**src/rtl/multicycle_sequencer.sv**
```systemverilog
// Multi-cycle FETCH/DECODE/EXEC/MEM/WB sequencer with memory timeouts and ecall halt.
// Define SEQ_PERF_CNT_EN to build the cycle_cnt/instret performance counters.
module multicycle_sequencer #(
  parameter int unsigned MEM_TIMEOUT = 15,
  parameter int unsigned CNT_W       = 32
) (
  input  logic             clk,
  input  logic             rst_n,
  input  logic             run,
  input  logic             MemtoReg,
  input  logic             MemWrite,
  input  logic             RegWrite,
  input  logic             ecall,
  input  logic             branch_taken,
  input  logic             jal,
  input  logic             jalr,
  output logic             imem_req,
  input  logic             imem_ack,
  output logic             dmem_req,
  output logic             dmem_we,
  input  logic             dmem_ack,
  output logic             ir_we,
  output logic             pc_we,
  output logic             pc_sel,
  output logic             rf_we,
  output logic             halted,
  output logic             bus_err,
  output logic [2:0]       state,
  output logic [CNT_W-1:0] cycle_cnt,
  output logic [CNT_W-1:0] instret
);

  typedef enum logic [2:0] {
    StIdle   = 3'd0,
    StFetch  = 3'd1,
    StDecode = 3'd2,
    StExec   = 3'd3,
    StMem    = 3'd4,
    StWb     = 3'd5,
    StHalt   = 3'd6,
    StErr    = 3'd7
  } state_e;

  localparam bit               TimeoutEn   = (MEM_TIMEOUT != 0);
  localparam logic [CNT_W-1:0] TimeoutLast = CNT_W'((MEM_TIMEOUT == 0) ? 0 : MEM_TIMEOUT - 1);

  state_e           state_q, state_d;
  logic [CNT_W-1:0] wait_q, wait_d;
  logic             wait_expired;

  // The wait cycle that brings the count to MEM_TIMEOUT is the last one allowed.
  assign wait_expired = TimeoutEn && (wait_q == TimeoutLast);

  always_comb begin
    state_d = state_q;
    wait_d  = '0;
    unique case (state_q)
      StIdle: begin
        if (run) state_d = StFetch;
      end
      StFetch: begin
        if (imem_ack) begin
          state_d = StDecode;
        end else if (wait_expired) begin
          state_d = StErr;
        end else begin
          wait_d = wait_q + CNT_W'(1);
        end
      end
      StDecode: begin
        state_d = ecall ? StHalt : StExec;
      end
      StExec: begin
        state_d = (MemtoReg | MemWrite) ? StMem : StWb;
      end
      StMem: begin
        if (dmem_ack) begin
          state_d = StWb;
        end else if (wait_expired) begin
          state_d = StErr;
        end else begin
          wait_d = wait_q + CNT_W'(1);
        end
      end
      StWb: begin
        state_d = run ? StFetch : StIdle;
      end
      StHalt: begin
        if (!run) state_d = StIdle;
      end
      StErr: begin
        state_d = StErr;
      end
    endcase
  end

  always_ff @(posedge clk or negedge rst_n) begin
    if (!rst_n) begin
      state_q <= StIdle;
      wait_q  <= '0;
    end else begin
      state_q <= state_d;
      wait_q  <= wait_d;
    end
  end

  assign state    = state_q;
  assign imem_req = (state_q == StFetch);
  assign ir_we    = (state_q == StFetch) & imem_ack;
  assign dmem_req = (state_q == StMem);
  assign dmem_we  = (state_q == StMem) & MemWrite;
  assign pc_we    = (state_q == StWb);
  assign pc_sel   = (state_q == StWb) & (branch_taken | jal | jalr);
  assign rf_we    = (state_q == StWb) & RegWrite;
  assign halted   = (state_q == StHalt);
  assign bus_err  = (state_q == StErr);

`ifdef SEQ_PERF_CNT_EN
  logic [CNT_W-1:0] cycle_q, instret_q;
  logic             active;

  assign active = state_q inside {StFetch, StDecode, StExec, StMem, StWb};

  always_ff @(posedge clk or negedge rst_n) begin
    if (!rst_n) begin
      cycle_q   <= '0;
      instret_q <= '0;
    end else begin
      if (active) cycle_q <= cycle_q + CNT_W'(1);
      if (state_q == StWb) instret_q <= instret_q + CNT_W'(1);
    end
  end

  assign cycle_cnt = cycle_q;
  assign instret   = instret_q;
`else
  assign cycle_cnt = '0;
  assign instret   = '0;
`endif

endmodule

```
**config.mk**
```make
export PLATFORM = sky130hd
export DESIGN_NAME = multicycle_sequencer
export DESIGN_NICKNAME = d
export VERILOG_FILES = /design/src/rtl/multicycle_sequencer.sv
export SDC_FILE = /design/constraint.sdc
export NUM_CORES = 1
export LEC_CHECK = 0
export CAP_MARGIN = 20
export CORE_MARGIN = 5
export CORE_UTILIZATION = 50
export DETAILED_ROUTE_END_ITERATION = 6
export PLACE_DENSITY = 0.87
export SLEW_MARGIN = 5
export SYNTH_ARGS = -nofsm -noshare
export SYNTH_HDL_FRONTEND = slang
export SYNTH_SLANG_ARGS = --single-unit
```
**constraint.sdc**
```tcl
create_clock -name clk -period 5.9 [get_ports clk]
set_input_delay 0.885 -clock clk [delete_from_list [all_inputs] [get_ports clk]]
set_output_delay 0.885 -clock clk [all_outputs]
set_load 0.02 [all_outputs]
```
# Word level (Yosys, flattened, before mapping)
# Index checks and enable logic that the tools add are counted.
# word_totals
wordCells	35
output_inout_bits	76
regBits	35
# op_classes
n_eq_ne	10
mux	13
n_reduce_logical	2
add_sub_neg	1
bitwise	7
# ops
operator	count
two-way mux 32 bit	3
case mux 32 bit (2 select lines)	1
adder 32 x 1 -> 32 bit (second input constant)	1
equality test 32 x 4 -> 1 bit (second input constant)	1
case mux 3 bit (8 select lines)	1
two-way mux 3 bit	6
equality test 3 bit (second input constant)	4
equality test 3 x 2 -> 1 bit (second input constant)	2
bitwise AND 1 bit	4
inequality test 2 bit (second input constant)	2
equality test 3 x 1 -> 1 bit (second input constant)	1
logical NOT 3 bit	1
bitwise OR 1 bit	3
two-way mux 1 bit	2
AND reduction 2 bit	1

# Logic depth before layout (Yosys ltp)
# depth
depth_word	4
ltp_mapped	7
mapped_depth_nobuf	6

# Least setup slack after synthesis
# Ideal clock, no wire load.
# synth_timing
path_type	register -> output
from	register state_q[0], in the netlist state[0]
to	output port ir_we
path_slack_ns	3.383
stages_incl_launch_ff	5
arrival_ns	1.632
t_required_ns	5.015
path_buffers	1
cell_sequence	dfrtp_1 > clkbuf_1 > or3b_2 > inv_1 > and2_1
# synth_between
elab_chain_len	2
# synth_rtl
element	line_no	source
start: declaration	47	state_e state_q, state_d;
start signal: assignment	99	state_q <= StIdle;
start signal: assignment	102	state_q <= state_d;
equality test 3 x 1 -> 1 bit	-	
via imem_req	17	output logic imem_req,
bitwise AND 1 bit	109	assign ir_we = (state_q == StFetch) & imem_ack;
end: declaration	22	output logic ir_we,
# The timed path passes the listed nets, and every way through them passes these cells.

# Worst setup path after layout
# layout_timing
from	register state_q[2], in the netlist state[2]
to	output port dmem_we
# layout_between
elab_chain_len	2
# layout_rtl
element	line_no	source
equality test 3 bit	111	assign dmem_we = (state_q == StMem) & MemWrite;
bitwise AND 1 bit	111	
end: declaration	20	output logic dmem_we,
# Every way passes these cells.

==> flow_metrics.py <==
metrics = {
    "run_status": {
        "status": "completed",
    },
    "sta": {
        "finalSetupViolCount": 0,
        "tns_ns": 0,
        "rsz0062_at_grt": "false",
        "min_period_over_period_pct": 53.4,
        "slew_violations": 0,
        "hold_viol": 0,
        "fin_skew_ns": 0.00618,
        "timing.fmax_mhz": 317,
        "finalCriticalPeriod_ns": 3.15,
    },
    "final_layout": {
        "nets": 331,
        "area_growth_pct": 5.21,
        "fill_cells": 461,
        "antennaDiodeCount": 0,
        "final_area_sq_um": 2700,
        "drive_gt1_share_pct": 4.72,
    },
    "placement": {
        "place.gp.congestion": 0.842,
        "hpwl_um": 3770,
        "io_buffer_count": 23,
        "placed_cell_area_sq_um": 2600,
    },
    "worst_hold_path": {
        "min_to": "wait_q[0]",
        "hold_path.class": "reg2reg",
        "holdCritStartpoint": "wait_q[0]",
        "hold_path_depth": 1,
    },
    "die": {
        "ios": 88,
        "die_y_um": 81.7,
        "rows": 26,
        "core_region_area_sq_um": 5040,
        "initial_core_util_pct": 51.0,
        "dieArea_sq_um": 6670,
        "die_w_um": 81.7,
    },
    "routing": {
        "ant_nets": 0,
        "wl_per_cell_um": 13.2,
        "drt_iter0_drc": 76,
        "drc": 0,
        "routed_via_density": 5.35,
        "vias": 2077,
        "firstDrtPassIters": 4,
        "routed_wl_um": 5120,
    },
    "power": {
        "p_total_mw": 0.767,
        "power_leakage_nw": 1.12,
        "peakVddDrop_mv": 0.209,
        "powerDensity_nw_per_um2": 284,
    },
    "yosys": {
        "ys_types": 39,
        "ys_async_sr_fraction_pct": 100,
        "synth_area_leader_cell": "dfrtp_1",
        "ys_seq_area_share_pct": 34.1,
        "synthTopCellsByArea": "dfrtp_1, buf_4, or4_1",
        "synthTopCellsByCount": "buf_4, dfrtp_1, a21oi_1",
        "synth_edf_count": 0,
        "syn_inst": 301,
        "ys_ff_latch": 35,
        "synth_area_per_cell_sq_um": 8.54,
        "synth_top_area_share_pct": 34.1,
        "synth.most_common_cell": "buf_4",
        "netlist_area_sq_um": 2570,
        "synth-main-ff-cell": "dfrtp_1",
        "yosys_warnings": 0,
    },
    "critical_path": {
        "cp_data_arrival_time_ns": 2.27,
        "critPathMaxFanout": 17,
        "startpoint_type": "flip-flop",
        "r2r_cells": 4,
        "end_kind": "primary output",
        "required_ns": 5.02,
        "cp_slowest_stage_delay_ns": 0.62,
        "worstSetupPathType": "reg2out",
        "rr_endpoint": "wait_q[29]",
        "reg2reg_slack_ns": 3.76,
        "path_cells": "or3b_2, inv_1, and2_1, clkdlybuf4s50_1",
        "crit_slowest_cell": "dfrtp_1",
        "timing.rr.start": "wait_q[4]",
    },
    "clock_tree": {
        "cts_max_level": 2,
        "postCtsSetupBuffers": 0,
        "cts_tree": "done",
        "clock_sink_count": 35,
        "cts_resized": 0,
        "path_clk_slew_ns": 0.07,
        "clk_latency_ns": 0.28,
        "hold_buffers": 0,
        "cts_buffers": 5,
        "ctsRootBufferMaster": "clkbuf_8",
        "cts.path.max_buffers": 2,
    },
    "global_routing": {
        "grt_antenna_before_repair": 0,
        "grt-ovfl-total": 0,
        "grt_first_pass_wirelength_um": 7980,
        "grt_max_degree": 36,
        "grt.total_usage_pct": 15.0,
        "grt_pass1_vias": 1882,
    },
    "job": {
        "maxCapViolations": 0,
    },
}
placed cells by master (no fill, tap or decap), types with 8 or more instances in the layout:
cell type / count
nor2_1: 19
xor2_1: 8
nand4_1: 15
conb_1: 64
dfrtp_1: 35
nand3_1: 14
o31ai_1: 11
clkdlybuf4s50_1: 23
nand2_1: 10
or4_1: 14
a21oi_1: 20
final cells by class:
class / instances / area [sq um] / share of cell area (%)
multi-input cells: 245 / 1380 / 50.9
repair buffers: 25 / 245 / 9.07
inverters: 5 / 18.8 / 0.694
clock buffers: 8 / 100 / 3.70
flip-flops and latches: 35 / 876 / 32.4
well taps: 70 / 87.6 / 3.24
where the power goes:
group          switching (mW)  leakage, nW  internal, mW
clock network          0.0840       0.0515         0.107
logic                   0.168        0.588         0.115
registers              0.0395        0.483         0.254
flip-flops by register name, summed over array words and instances, names as in the netlist:
register	flops
state	3
wait_q	32
cells by family after synthesis:
kind of cell             after synthesis  synth area share (%)
AND/OR/NAND/NOR                      112                  25.4
buffers and inverters                 84                  21.7
AO/OA/AOI/OAI                         54                  13.3
flip-flops                            35                  34.1
XOR/XNOR                              13                  4.43
adder cells (fa/ha/maj)                2                 0.974
other                                  1                 0.146
metal layers:
layer / global-route usage, % / share of wire (%) / up-vias
li1: - / - / 988
met1: 18.2 / 41 / 998
met2: 26.4 / 50 / 83
met3: 3.29 / 7.6 / 8
met4: 4.98 / 1.2 / 0
met5: 0 / 0 / -
worst max path at each step:
stage / startpoint / end / slack (ns) / cells past startpoint
2_1_floorplan: state[0] / ir_we / 3.38 / 4
3_3_place_gp: imem_ack / ir_we / 2.85 / 3
3_5_place_dp: imem_ack / ir_we / 2.84 / 3
4_1_cts: state[2] / dmem_we / 2.76 / 4
5_1_grt: state[2] / dmem_we / 2.66 / 4
6_report: state[2] / dmem_we / 2.75 / 4
stage by stage:
step                setup slack [ns]  std cells  utilization, %  hold slack (ns)
floorplan                       3.38        364               -            0.487
global placement                2.85        380            51.6            0.517
detailed placement              2.84        380            51.6            0.536
CTS                             2.76        388            53.6            0.546
global route                    2.66        388            53.6            0.592
finish                          2.75        388            53.6            0.554
critical path, delay by kind of cell, from the launching register on:
kind / cells / cell delay (ns)
buffers and inverters: 2 / 0.70
AND/OR/NAND/NOR: 2 / 0.67
flip-flops: 1 / 0.62
(Power assumes the default switching activity.)
==> variant (same flow settings) <==
The option `SEQ_PERF_CNT_EN` is turned on by a define.
--- a/src/rtl/multicycle_sequencer.sv
+++ b/src/rtl/multicycle_sequencer.sv
@@ -1,4 +1,6 @@
 // Multi-cycle FETCH/DECODE/EXEC/MEM/WB sequencer with memory timeouts and ecall halt.
 // Define SEQ_PERF_CNT_EN to build the cycle_cnt/instret performance counters.
+`define SEQ_PERF_CNT_EN
+
 module multicycle_sequencer #(
   parameter int unsigned MEM_TIMEOUT = 15,
Behaviour: not the same (a bounded check fails within 4 cycles, from zero or initial values and one cycle with rst_n low).
==> variant against the original RTL <==
  * Worst hold slack got worse by 110 ps
  * Synthesized area rose by 92%
  * Critical path depth did not move
  * Cell area rose by 130%
  * Clock power rose by 120%
  * Highest routed layer unchanged
  * Total power rose by 130%
  * Utilization rose by 9.3 points
  * Setup slack got worse by 200 ps
  * Sequential cell count rose by 64
  * Wire length rose by 130%
==> variant: results (changes against the original RTL) <==
[run_status]
status=completed  ; unchanged

[drt]
wl_met3_um=714  ; was 390 um
wl_met2_mm=6.03  ; was 2.57 mm
post_drt_wl_per_cell_um=16.8  ; was 13.2 um
drtPass1Iterations=5  ; was 4
wl_met1_mm=4.89  ; was 2.10 mm
drt_iter0_drc=285  ; was 76
vias_per_cell=5.80  ; was 5.35

[timing]
setup_viol=0  ; unchanged
skew_ps=14.6  ; was 6.18 ps

[global_route]
grt_pass1_vias=3989  ; was 1882
grt_max_degree=67  ; was 36
use_met1_pct=26.1  ; was 18.2%
grtUsageMet2_pct=34.7  ; was 26.4%
grt.total_usage_pct=20.4  ; was 15.0%
grt_use_met3_pct=3.35  ; was 3.29%
grt_pass1_wl_mm=19.3  ; was 7.98 mm
grt_antenna_before_repair=0  ; unchanged

[yosys]
synth_cell_types=47  ; was 39
synthTopCellsByCount=dfrtp_1 (99), xnor2_1 (45), nand2_1 (40), nand3_1 (32), nor2_1 (32)  ; was buf_4 (64), dfrtp_1 (35), a21oi_1 (20), nor2_1 (19), nand4_1 (15)
synth_seq_area_share_pct=50.2  ; was 34.1%
synthAdderAreaFrac_pct=1.01  ; was 0.974%
syn_area_per_cell_sq_um=10.1  ; was 8.54 sq um
synth_compound_area_share_pct=5.80  ; was 13.3%
synthTopCellsByArea=dfrtp_1 (50%), xnor2_1 (8.0%), xor2_1 (5.3%)  ; was dfrtp_1 (34%), buf_4 (19%), or4_1 (4.1%)
async_reset_ff_share_pct=100  ; unchanged
synth_xor_area_share_pct=13.3  ; was 4.43%
muxShareOfSynthArea_pct=0.862  ; was 0%
synth_top_family_by_area=simple AND/OR/NAND/NOR gates  ; unchanged

[place]
portBuffers=87  ; was 23
place_hpwl_mm=8.63  ; was 3.77 mm
routabilityCongestion=0.915  ; was 0.842

[finish]
fill_cells=761  ; was 461
drive_gt1_share_pct=5.03  ; was 4.72%
antenna_cells=0  ; unchanged
nets=588  ; was 331

[clock_tree]
numCtsBuffers=9  ; was 5
htree_levels=3  ; was 2
clk_pin_slew_ps=100  ; was 70 ps
clock_path_buffers=2  ; unchanged
clk_latency_ps=370  ; was 280 ps

[power]
ir_worst_vdd_uv=175  ; was 209 uV
leakagePower_nw=2.46  ; was 1.12 nW

[critical_path]
worst-path-max-fanout=19  ; was 17
reg2reg_from=state[1]  ; was wait_q[4]
reg2reg_to=instret[13]  ; was wait_q[29]
arrival_ps=2460  ; was 2270 ps
r2r_slack_ps=3320  ; was 3760 ps

[worst_hold_path]
hold_path_class=in -> async  ; was reg -> reg

[variant: cell count changes in the layout (fill, tap and decap cells not counted), moves of 22 or more]
cell and delta:
xnor2_1 +40, clkdlybuf4s50_1 +63, xor2_1 +22, conb_1 -64, dfrtp_1 +64, nand2_1 +30
[variant: layout make-up]
class / instances / share of cell area, %
clock inverters: 5 / 0.595
repair buffers: 90 / 14.6
flip-flops and latches: 99 / 40.7
inverters: 16 / 0.986
well taps: 133 / 2.73
clock buffers: 11 / 2.48
multi-input cells: 356 / 37.9
[variant: power by group]
group | switching, mW | internal, mW | total, mW
logic | 0.278 | 0.220 | 0.498
registers | 0.0959 | 0.731 | 0.827
clock network | 0.235 | 0.177 | 0.412
total | 0.608 | 1.13 | 1.74
[variant: per-stage QoR]
stage                     cell area, sq um  hold slack [ps]  instances  utilization [%]  setup WS (ps)
after floorplan                       4940              475        490                -           3510
after global placement                5900              463        693             60.9           2840
after detailed placement              5900              464        693             60.9           2830
after CTS                             6090              468        709             62.8           2540
after global routing                  6090              480        710             62.9           2360
final                                 6090              448        710             62.9           2550
[variant: worst max path at each step]
stage | startpoint | end | slack, ps | depth (start not counted)
floorplan | state[1] | rf_we | 3510 | 4
global placement | imem_ack | ir_we | 2840 | 3
detailed placement | imem_ack | ir_we | 2830 | 3
CTS | state[1] | rf_we | 2540 | 4
global route | state[1] | rf_we | 2360 | 4
finish | state[1] | rf_we | 2550 | 4
[variant: worst max-delay path: stages, from the launching register on]
cell             delay (ps)
dfrtp_1                 560
nand3b_1                510
inv_1                   290
and2_1                  160
clkdlybuf4s50_1         600
